==> src/rtl/life_gen_if.sv <==
// life_gen_if
// Bundles the control and data signals between the board set-up stage
// (master) and the Conway generation engine (slave).
//   load      : pulse, capture board_i as the current board
//   board_i   : board from set-up stage, cell (r,c) = bit r*COLS+c
//   step      : pulse, compute one generation
//   run       : level, free-run enable
//   tick      : pace pulse, honoured only while run=1
//   board_o   : current (committed) generation
//   busy      : high while a generation is being computed
//   gen_done  : one-cycle pulse after each commit
//   gen_count : generations since last load, wraps to 0
//   extinct   : committed board is all zero
//   stable    : committed board equals the previous board
interface life_gen_if #(
  parameter int ROWS  = 16,
  parameter int COLS  = 16,
  parameter int GEN_W = 16
);
  logic                 load;
  logic [ROWS*COLS-1:0] board_i;
  logic                 step;
  logic                 run;
  logic                 tick;
  logic [ROWS*COLS-1:0] board_o;
  logic                 busy;
  logic                 gen_done;
  logic [GEN_W-1:0]     gen_count;
  logic                 extinct;
  logic                 stable;

  modport master (
    output load, board_i, step, run, tick,
    input  board_o, busy, gen_done, gen_count, extinct, stable
  );

  modport slave (
    input  load, board_i, step, run, tick,
    output board_o, busy, gen_done, gen_count, extinct, stable
  );
endinterface

==> src/rtl/life_gen_engine.sv <==
// life_gen_engine
// Captures an edited ROWS x COLS board and computes Conway successor
// generations, one row per clock, into a shadow buffer that is committed
// to board_o in a single cycle once all rows are done.
// Ports:
//   clk   : clock
//   reset : asynchronous, active-high reset
//   bus   : life_gen_if.slave (load/board_i/step/run/tick in,
//           board_o/busy/gen_done/gen_count/extinct/stable out)
// Build option:
//   LIFE_WRAP_EN defined   -> toroidal board (edges wrap around)
//   LIFE_WRAP_EN undefined -> cells outside the grid count as dead
module life_gen_engine #(
  parameter int ROWS  = 16,
  parameter int COLS  = 16,
  parameter int GEN_W = 16
) (
  input  logic      clk,
  input  logic      reset,
  life_gen_if.slave bus
);

  localparam int CELLS = ROWS * COLS;
  localparam int ROW_W = (ROWS > 1) ? $clog2(ROWS) : 1;

  typedef enum logic [1:0] {
    IDLE,
    COMPUTE,
    COMMIT
  } state_t;

  state_t           state;
  logic [ROW_W-1:0] row_cnt;
  logic [CELLS-1:0] board_r;
  logic             busy_r;
  logic             gen_done_r;
  logic [GEN_W-1:0] gen_count_r;
  logic             extinct_r;
  logic             stable_r;

  logic [COLS-1:0]  cur_rows  [ROWS];
  logic [COLS-1:0]  next_rows [ROWS];
  logic [CELLS-1:0] next_flat;

  logic             first_row;
  logic             last_row;
  logic [COLS-1:0]  up_row;
  logic [COLS-1:0]  mid_row;
  logic [COLS-1:0]  dn_row;
  logic [COLS+1:0]  up_e;
  logic [COLS+1:0]  mid_e;
  logic [COLS+1:0]  dn_e;
  logic [3:0]       ncnt [COLS];
  logic [COLS-1:0]  row_next;

  // Row views of the committed board and the shadow buffer
  for (genvar g = 0; g < ROWS; g++) begin : g_rows
    assign cur_rows[g]               = board_r[g*COLS +: COLS];
    assign next_flat[g*COLS +: COLS] = next_rows[g];
  end

  assign first_row = (row_cnt == '0);
  assign last_row  = (row_cnt == ROW_W'(ROWS - 1));
  assign mid_row   = cur_rows[row_cnt];

  // Neighbour rows; the extended vectors carry one padding column on each
  // side so that column c's neighbourhood is always bits c..c+2
`ifdef LIFE_WRAP_EN
  assign up_row = first_row ? cur_rows[ROWS-1] : cur_rows[row_cnt - ROW_W'(1)];
  assign dn_row = last_row  ? cur_rows[0]      : cur_rows[row_cnt + ROW_W'(1)];
  assign up_e   = {up_row[0],  up_row,  up_row[COLS-1]};
  assign mid_e  = {mid_row[0], mid_row, mid_row[COLS-1]};
  assign dn_e   = {dn_row[0],  dn_row,  dn_row[COLS-1]};
`else
  assign up_row = first_row ? '0 : cur_rows[row_cnt - ROW_W'(1)];
  assign dn_row = last_row  ? '0 : cur_rows[row_cnt + ROW_W'(1)];
  assign up_e   = {1'b0, up_row,  1'b0};
  assign mid_e  = {1'b0, mid_row, 1'b0};
  assign dn_e   = {1'b0, dn_row,  1'b0};
`endif

  // Cell rule for every column of the row being computed: mid_e[c+1] is the
  // cell itself, the other eight bits of the 3x3 window are neighbours
  for (genvar c = 0; c < COLS; c++) begin : g_cells
    assign ncnt[c] = 4'(up_e[c])  + 4'(up_e[c+1]) + 4'(up_e[c+2])
                   + 4'(mid_e[c])                 + 4'(mid_e[c+2])
                   + 4'(dn_e[c])  + 4'(dn_e[c+1]) + 4'(dn_e[c+2]);
    assign row_next[c] = (ncnt[c] == 4'd3) | (mid_e[c+1] & (ncnt[c] == 4'd2));
  end

  // Control FSM; board_o only changes on load or commit, so the display
  // never sees a half-computed generation
  always_ff @(posedge clk or posedge reset) begin
    if (reset) begin
      state       <= IDLE;
      row_cnt     <= '0;
      board_r     <= '0;
      busy_r      <= 1'b0;
      gen_done_r  <= 1'b0;
      gen_count_r <= '0;
      extinct_r   <= 1'b0;
      stable_r    <= 1'b0;
      for (int i = 0; i < ROWS; i++) begin
        next_rows[i] <= '0;
      end
    end else begin
      gen_done_r <= 1'b0;
      case (state)
        IDLE: begin
          if (bus.load) begin
            board_r     <= bus.board_i;
            gen_count_r <= '0;
            extinct_r   <= 1'b0;
            stable_r    <= 1'b0;
          end else if (bus.step || (bus.run && bus.tick)) begin
            row_cnt <= '0;
            busy_r  <= 1'b1;
            state   <= COMPUTE;
          end
        end
        COMPUTE: begin
          next_rows[row_cnt] <= row_next;
          if (last_row) begin
            state <= COMMIT;
          end else begin
            row_cnt <= row_cnt + ROW_W'(1);
          end
        end
        COMMIT: begin
          board_r     <= next_flat;
          gen_count_r <= gen_count_r + GEN_W'(1);
          extinct_r   <= (next_flat == '0);
          stable_r    <= (next_flat == board_r);
          gen_done_r  <= 1'b1;
          busy_r      <= 1'b0;
          state       <= IDLE;
        end
        default: state <= IDLE;
      endcase
    end
  end

  assign bus.board_o   = board_r;
  assign bus.busy      = busy_r;
  assign bus.gen_done  = gen_done_r;
  assign bus.gen_count = gen_count_r;
  assign bus.extinct   = extinct_r;
  assign bus.stable    = stable_r;

endmodule
==> src/flat_wrapper.sv <==
// flat-port wrapper written by rule: the top's interface ports become plain ports
module life_gen_engine_flat 
#(
  parameter int ROWS  = 16,
  parameter int COLS  = 16,
  parameter int GEN_W = 16
)
  (clk, reset, bus_load, bus_board_i, bus_step, bus_run, bus_tick, bus_board_o, bus_busy, bus_gen_done, bus_gen_count, bus_extinct, bus_stable);
  life_gen_if #(.ROWS(ROWS), .COLS(COLS), .GEN_W(GEN_W)) bus_i ();
  input  logic clk;
  input  logic reset;
  input wire logic [$bits(bus_i.load)-1:0] bus_load;
  input wire logic [$bits(bus_i.board_i)-1:0] bus_board_i;
  input wire logic [$bits(bus_i.step)-1:0] bus_step;
  input wire logic [$bits(bus_i.run)-1:0] bus_run;
  input wire logic [$bits(bus_i.tick)-1:0] bus_tick;
  output wire logic [$bits(bus_i.board_o)-1:0] bus_board_o;
  output wire logic [$bits(bus_i.busy)-1:0] bus_busy;
  output wire logic [$bits(bus_i.gen_done)-1:0] bus_gen_done;
  output wire logic [$bits(bus_i.gen_count)-1:0] bus_gen_count;
  output wire logic [$bits(bus_i.extinct)-1:0] bus_extinct;
  output wire logic [$bits(bus_i.stable)-1:0] bus_stable;
  assign bus_i.load = bus_load;
  assign bus_i.board_i = bus_board_i;
  assign bus_i.step = bus_step;
  assign bus_i.run = bus_run;
  assign bus_i.tick = bus_tick;
  assign bus_board_o = bus_i.board_o;
  assign bus_busy = bus_i.busy;
  assign bus_gen_done = bus_i.gen_done;
  assign bus_gen_count = bus_i.gen_count;
  assign bus_extinct = bus_i.extinct;
  assign bus_stable = bus_i.stable;
  life_gen_engine #(.ROWS(ROWS), .COLS(COLS), .GEN_W(GEN_W)) u_core (.clk(clk), .reset(reset), .bus(bus_i));
endmodule
==> config.mk <==
export PLATFORM = sky130hd
export DESIGN_NAME = life_gen_engine_flat
export DESIGN_NICKNAME = d
export VERILOG_FILES = /design/src/rtl/life_gen_if.sv /design/src/rtl/life_gen_engine.sv /design/src/flat_wrapper.sv
export SDC_FILE = /design/constraint.sdc
export NUM_CORES = 2
export LEC_CHECK = 0
export CAP_MARGIN = 20
export CORE_ASPECT_RATIO = 1.1
export CORE_MARGIN = 5
export CORE_UTILIZATION = 30
export CTS_CLUSTER_SIZE = 8
export DETAILED_ROUTE_END_ITERATION = 8
export GPL_TIMING_DRIVEN = 0
export PLACE_DENSITY_LB_ADDON = 0.2
export SYNTH_ARGS = -nofsm -noshare
export SYNTH_HDL_FRONTEND = slang
export SYNTH_SLANG_ARGS = --single-unit
==> constraint.sdc <==
create_clock -name clk -period 21.9 [get_ports clk]
set_input_delay 4.38 -clock clk [delete_from_list [all_inputs] [get_ports clk]]
set_output_delay 4.38 -clock clk [all_outputs]
set_load 0.02 [all_outputs]
# Word level (Yosys, flattened, before mapping)
# Cells that the tools add are included.
[totals]
reg_bits = 538
inputBits = 262
elab_cells = 257
[op_classes]
addsub = 108
order_cmp = 4
n_eq_ne = 41
muxes = 33
bitwise = 35
n_reduce_logical = 12
[ops]
columns = ["operator", "n"]
rows = [
  ["$pmux 256 s2", 1],
  ["$add 4x1->4", 89],
  ["$bwmux 256", 1],
  ["$eq 256x256->1", 1],
  ["$logic_not 256->1", 1],
  ["$mux 256", 1],
  ["$bmux 16 s4", 3],
  ["$mux 16", 10],
  ["$eq 4x2->1 const B", 32],
  ["$demux 16 s4", 1],
  ["$pmux 16 s2", 1],
  ["$add 1x1->2", 15],
  ["$add 16x1->16 const B", 1],
  ["$and 1x1->1", 16],
  ["$or 1x1->1", 16],
  ["$ge 5x5->1 const B", 3],
  ["$not 4->5", 3],
  ["$mux 4", 3],
  ["$pmux 4 s2", 1],
  ["$mux 2", 3],
  ["$ne 2x2->1 const B", 3],
  ["$pmux 1 s2", 3],
  ["$reduce_and 3->1", 2],
  ["$lt 5x1->1 const B", 1],
  ["16 further kinds", 22],
]

# Longest topological paths before layout
[depth]
depth_word = 17
ltp_mapped = 32
ltp_nobuf = 20

# Least setup slack after synthesis
# Ideal clock, no wire load.
[synth_timing]
path_type = "reg2reg"
from = "register u_core.row_cnt[0]"
to = "register u_core.next_rows (netlist bit u_core.next_flat[18])"
arrival_time_ns = 7.066
t_required_ns = 21.817
slack_ns = 14.751
path_stages_with_launch = 32
n_path_buf = 14
period_less_slack_ns = 7.149
path_cell_list = "dfrtp_1 buf_4 buf_6 buf_6 buf_6 buf_4 buf_4 buf_2 inv_1 ha_1 clkbuf_1 buf_2 buf_2 buf_2 buf_1 mux4_2 a211oi_1 a211oi_1 ha_1 inv_1 fa_1 fa_1 inv_1 fa_1 inv_1 fa_1 a2111oi_0 a21oi_1 or3_1 clkbuf_1 clkbuf_1 o21ai_0"
[synth_between]
elab_chain_len = 17
word_cells_on_any_way = 35
classes_between = "9 x add/sub; 2 x order compare; 3 x eq/ne; 14 x mux; 5 x bitwise; 2 x reduce/logical"
[synth_lines]
columns = ["element", "line", "source"]
rows = [
  ["from (decl)", "life_gen_engine.sv:33", "logic [ROW_W-1:0] row_cnt;"],
  ["from (signal assigned)", "life_gen_engine.sv:126", "row_cnt <= row_cnt + ROW_W'(1);"],
  ["$sub 4x1->4", "life_gen_engine.sv:75", "assign up_row = first_row ? '0 : cur_rows[row_cnt - ROW_W'(1)];"],
  ["$not 4->5 (not written as such)", "life_gen_engine.sv:75", ""],
  ["$bmux 16 s4", "life_gen_engine.sv:75", ""],
  ["$mux 16 (not written as such) (2 in series)", "life_gen_engine.sv:75", ""],
  ["$mux 16", "life_gen_engine.sv:75", ""],
  ["$add 1x1->2", "life_gen_engine.sv:85", "assign ncnt[c] = 4'(up_e[c]) + 4'(up_e[c+1]) + 4'(up_e[c+2])"],
  ["$add 4x1->4", "life_gen_engine.sv:85", ""],
  ["$add 4x1->4 (2 in series)", "life_gen_engine.sv:86", "+ 4'(mid_e[c]) + 4'(mid_e[c+2])"],
  ["$add 4x1->4 (3 in series)", "life_gen_engine.sv:87", "+ 4'(dn_e[c]) + 4'(dn_e[c+1]) + 4'(dn_e[c+2]);"],
  ["$eq 4x2->1", "life_gen_engine.sv:88", "assign row_next[c] = (ncnt[c] == 4'd3) | (mid_e[c+1] & (ncnt[c] == 4'd2));"],
  ["$and 1x1->1", "life_gen_engine.sv:88", ""],
  ["$or 1x1->1", "life_gen_engine.sv:88", ""],
  ["$bwmux 256 *", "life_gen_engine.sv:122", "next_rows[row_cnt] <= row_next;"],
  ["to (signal, indexed assignment)", "life_gen_engine.sv:122", ""],
  ["to (decl)", "life_gen_engine.sv:42", "logic [COLS-1:0] next_rows [ROWS];"],
]
# Mark *: on every way between the ends. The rest lies on a longest branch, timed or not. The select of a mux whose other input is x is not followed.
# A chain may end at the register's enable or synchronous reset.

# Worst setup path in the final report
[layout_timing]
from = "register u_core.row_cnt[0]"
to = "register u_core.next_rows (netlist bit u_core.next_flat[66])"
# Same word-level chain as after synthesis.

==> impl_metrics.env <==
export IMPL_num_rows=127
export IMPL_post_cts_buffers=0
export IMPL_cts_made_buffers=79
export IMPL_layout_drive_gt1_share=0.108
export IMPL_hold_viol_final=0
export IMPL_dp_hpwl_um=199000
export IMPL_max_freq_mhz=93.4
export IMPL_synth_async_reset_ratio=1.00
export IMPL_grt_use_total=0.405
export IMPL_synth_area_top_cells="dfrtp_1 41%, mux4_2 14%, nor2_1 5.6%"
export IMPL_postLayoutSetupSlackWorst_ns=11.19
export IMPL_cp_top_family="buffers and inverters"
export IMPL_remaining_drc_errors=0
export IMPL_synth_top_flop_cell="dfrtp_1"
export IMPL_drt_first_pass_iters=6
export IMPL_wl_um=243000
export IMPL_fin_tns_setup_ns=0
export IMPL_synthTopCellsByCount="538 x dfrtp_1, 493 x nor2_1, 336 x nand2_1, 289 x o21ai_0, 268 x o22ai_1"
export IMPL_grt_max_degree=124
export IMPL_detail_route_antenna_nets=0
export IMPL_tightestPinTransition_ns=1.38
export IMPL_end_kind="flip-flop"
export IMPL_start_kind="flip-flop"
export IMPL_synth_enable_flop_cells=0
export IMPL_antenna_found_initial=28
export IMPL_path_max_fanout=10
export IMPL_die_area_um2=117000
export IMPL_io_buffers=537
export IMPL_post_cts_resize_count=0
export IMPL_holdWs_ns=0.503
export IMPL_synth_fp_nets=3715
export IMPL_via_per_inst=6.27
export IMPL_yosysMostFrequentCell="dfrtp_1"
export IMPL_synth_top_area_share=0.407
export IMPL_r2r_start="u_core.row_cnt[0]"
export IMPL_hold_buffers=0
export IMPL_drtIter0Drc=4577
export IMPL_fin_skew_ns=0.0569
export IMPL_cap_viol_max_count=0
export IMPL_ys_seq_area_frac=0.407
export IMPL_max_slew_margin=0.0789
export IMPL_setup_viol=0
export IMPL_slowest_delay_ns=0.80
export IMPL_tritoncts="yes"
export IMPL_h_tree_depth=3
export IMPL_finalCriticalPeriod_ns=10.71
export IMPL_slew_viol_final=0
export IMPL_fin_nets=4358
export IMPL_worstPathArrival_ns=11.28
export IMPL_start_util=0.303
export IMPL_netlist_cell_type_count=57
export IMPL_routabilityCongestion=1.09
export IMPL_synth_area_per_cell_um2=9.90
export IMPL_crit_required_ns=22.48
export IMPL_num_vias=34000
export IMPL_path_buf_inv=20
export IMPL_dp_slack_ns=11.44
export IMPL_grt_first_pass_wirelength_um=318000
export IMPL_core_um2=109000
export IMPL_root_buffer="clkbuf_16"
export IMPL_fill_cells=10900
export IMPL_grt_pass1_vias=32600
export IMPL_cts_sinks=538
export IMPL_status="finished, final reports clean"
export IMPL_wire_per_inst_um=44.8
export IMPL_ys_seq_elements=538
export IMPL_overflow=0
export IMPL_io_pins=538
export IMPL_clk_path_buf_depth=3
export IMPL_insertion_delay_ns=0.69
export IMPL_syn_cell_area_um2=33100
export IMPL_post_route_period_util=0.489
export IMPL_area_growth_pct=29.6
export IMPL_syn_inst=3342
export IMPL_dieWidth_um=327
export IMPL_rsz0062_at_grt="false"
export IMPL_path_class="flip-flop to flip-flop"
export IMPL_hp_class="flip-flop to flip-flop"
export IMPL_yosysTopAreaCell="dfrtp_1"
export IMPL_worst_path_max_delay_cell="buf_1"
export IMPL_yosysWarningCount=0
export IMPL_die_h_um=358
export IMPL_clkTransAtPathRegs_ns=0.06
export IMPL_crit_start="u_core.row_cnt[0]"
export IMPL_hold_start="u_core.bus.busy"
-- routing by layer --
layer	share of wire	track usage
met5	0.00038	0
met4	0.075	0.250
met3	0.098	0.105
met2	0.43	0.602
met1	0.40	0.530
-- path summary, 6_finish.rpt --
kind | cells after the start | to | slack [ns]
hold reg to reg | 2 | u_core.bus.busy | 0.50
setup reg to reg | 33 | u_core.next_flat[66] | 11.19
min in group asynchronous | 2 | u_core.bus.board_o[230] | 4.19
max in group asynchronous | 4 | u_core.bus.board_o[86] | 15.88
setup / recovery | 33 | u_core.next_flat[66] | 11.19
hold / removal | 2 | u_core.bus.busy | 0.50
-- cell usage in the layout (no fill, tap or decap), drive strengths merged, types with 9 or more instances in the layout --
cell | netlist | routed
mux4 | 208 | 208
buf | 60 | 85
a211oi | 10 | 10
xnor2 | 55 | 55
nand3 | 15 | 15
ha | 51 | 51
dfrtp | 538 | 538
nand2 | 336 | 336
nand2b | 67 | 67
o22ai | 268 | 268
clkbuf | 161 | 246
a2111o | 11 | 11
a21oi | 40 | 40
o21ai | 313 | 313
mux2i | 38 | 38
nor2b | 66 | 66
mux2 | 27 | 27
diode | 0 | 12
nor4 | 105 | 105
o2111ai | 18 | 18
or2 | 18 | 18
clkinv | 0 | 9
inv | 168 | 169
a2111oi | 16 | 16
nand4 | 45 | 45
nor2 | 493 | 493
fa | 60 | 60
nor3 | 9 | 9
clkdlybuf4s50 | 0 | 537
xor2 | 102 | 102
-- state kept, by name, summed over array words and instances (netlist names) --
signal	count
u_core.next_flat	256
u_core.bus.stable	1
u_core.bus.board_o	256
u_core.bus.gen_count	16
u_core.bus.gen_done	1
u_core.state	2
u_core.bus.busy	1
u_core.row_cnt	4
u_core.bus.extinct	1
-- tightest hold or removal path, cell delays in order, from the launching register on --
cell     delay (ns)
dfrtp_1        0.35
nand2_1        0.05
o21ai_0        0.07
-- through the flow --
step | std cells | instance area (µm²) | util
4_1_cts | 5417 | 42800 | 0.392
3_3_place_gp | 5298 | 40200 | 0.368
6_report | 5430 | 42900 | 0.392
3_5_place_dp | 5322 | 40600 | 0.372
5_1_grt | 5419 | 42800 | 0.392
2_1_floorplan | 3342 | 33100 | -
-- area by class of cell --
cell class | count | area, µm² | share of cell area
inverter | 168 | 638 | 0.0149
clock buffer | 85 | 2040 | 0.0476
multi-input combinational | 2415 | 18100 | 0.421
clock inverter | 10 | 155 | 0.00362
buffer | 221 | 955 | 0.0223
tap | 1419 | 1780 | 0.0414
antenna | 12 | 30.0 | 0.000700
timing repair buffer | 562 | 5760 | 0.134
sequential | 538 | 13500 | 0.314
-- cell families after synthesis --
family | count (synthesis) | synth area share
mux | 273 | 0.162
flops | 538 | 0.407
compound gates | 706 | 0.128
simple gates | 1168 | 0.158
buf+inv | 389 | 0.0479
xor+xnor | 157 | 0.0416
fa+ha+maj | 111 | 0.0556
Power is left out: the tool's default activity adds up to more than one toggle a clock period on the data nets, which glitch-free logic cannot reach.
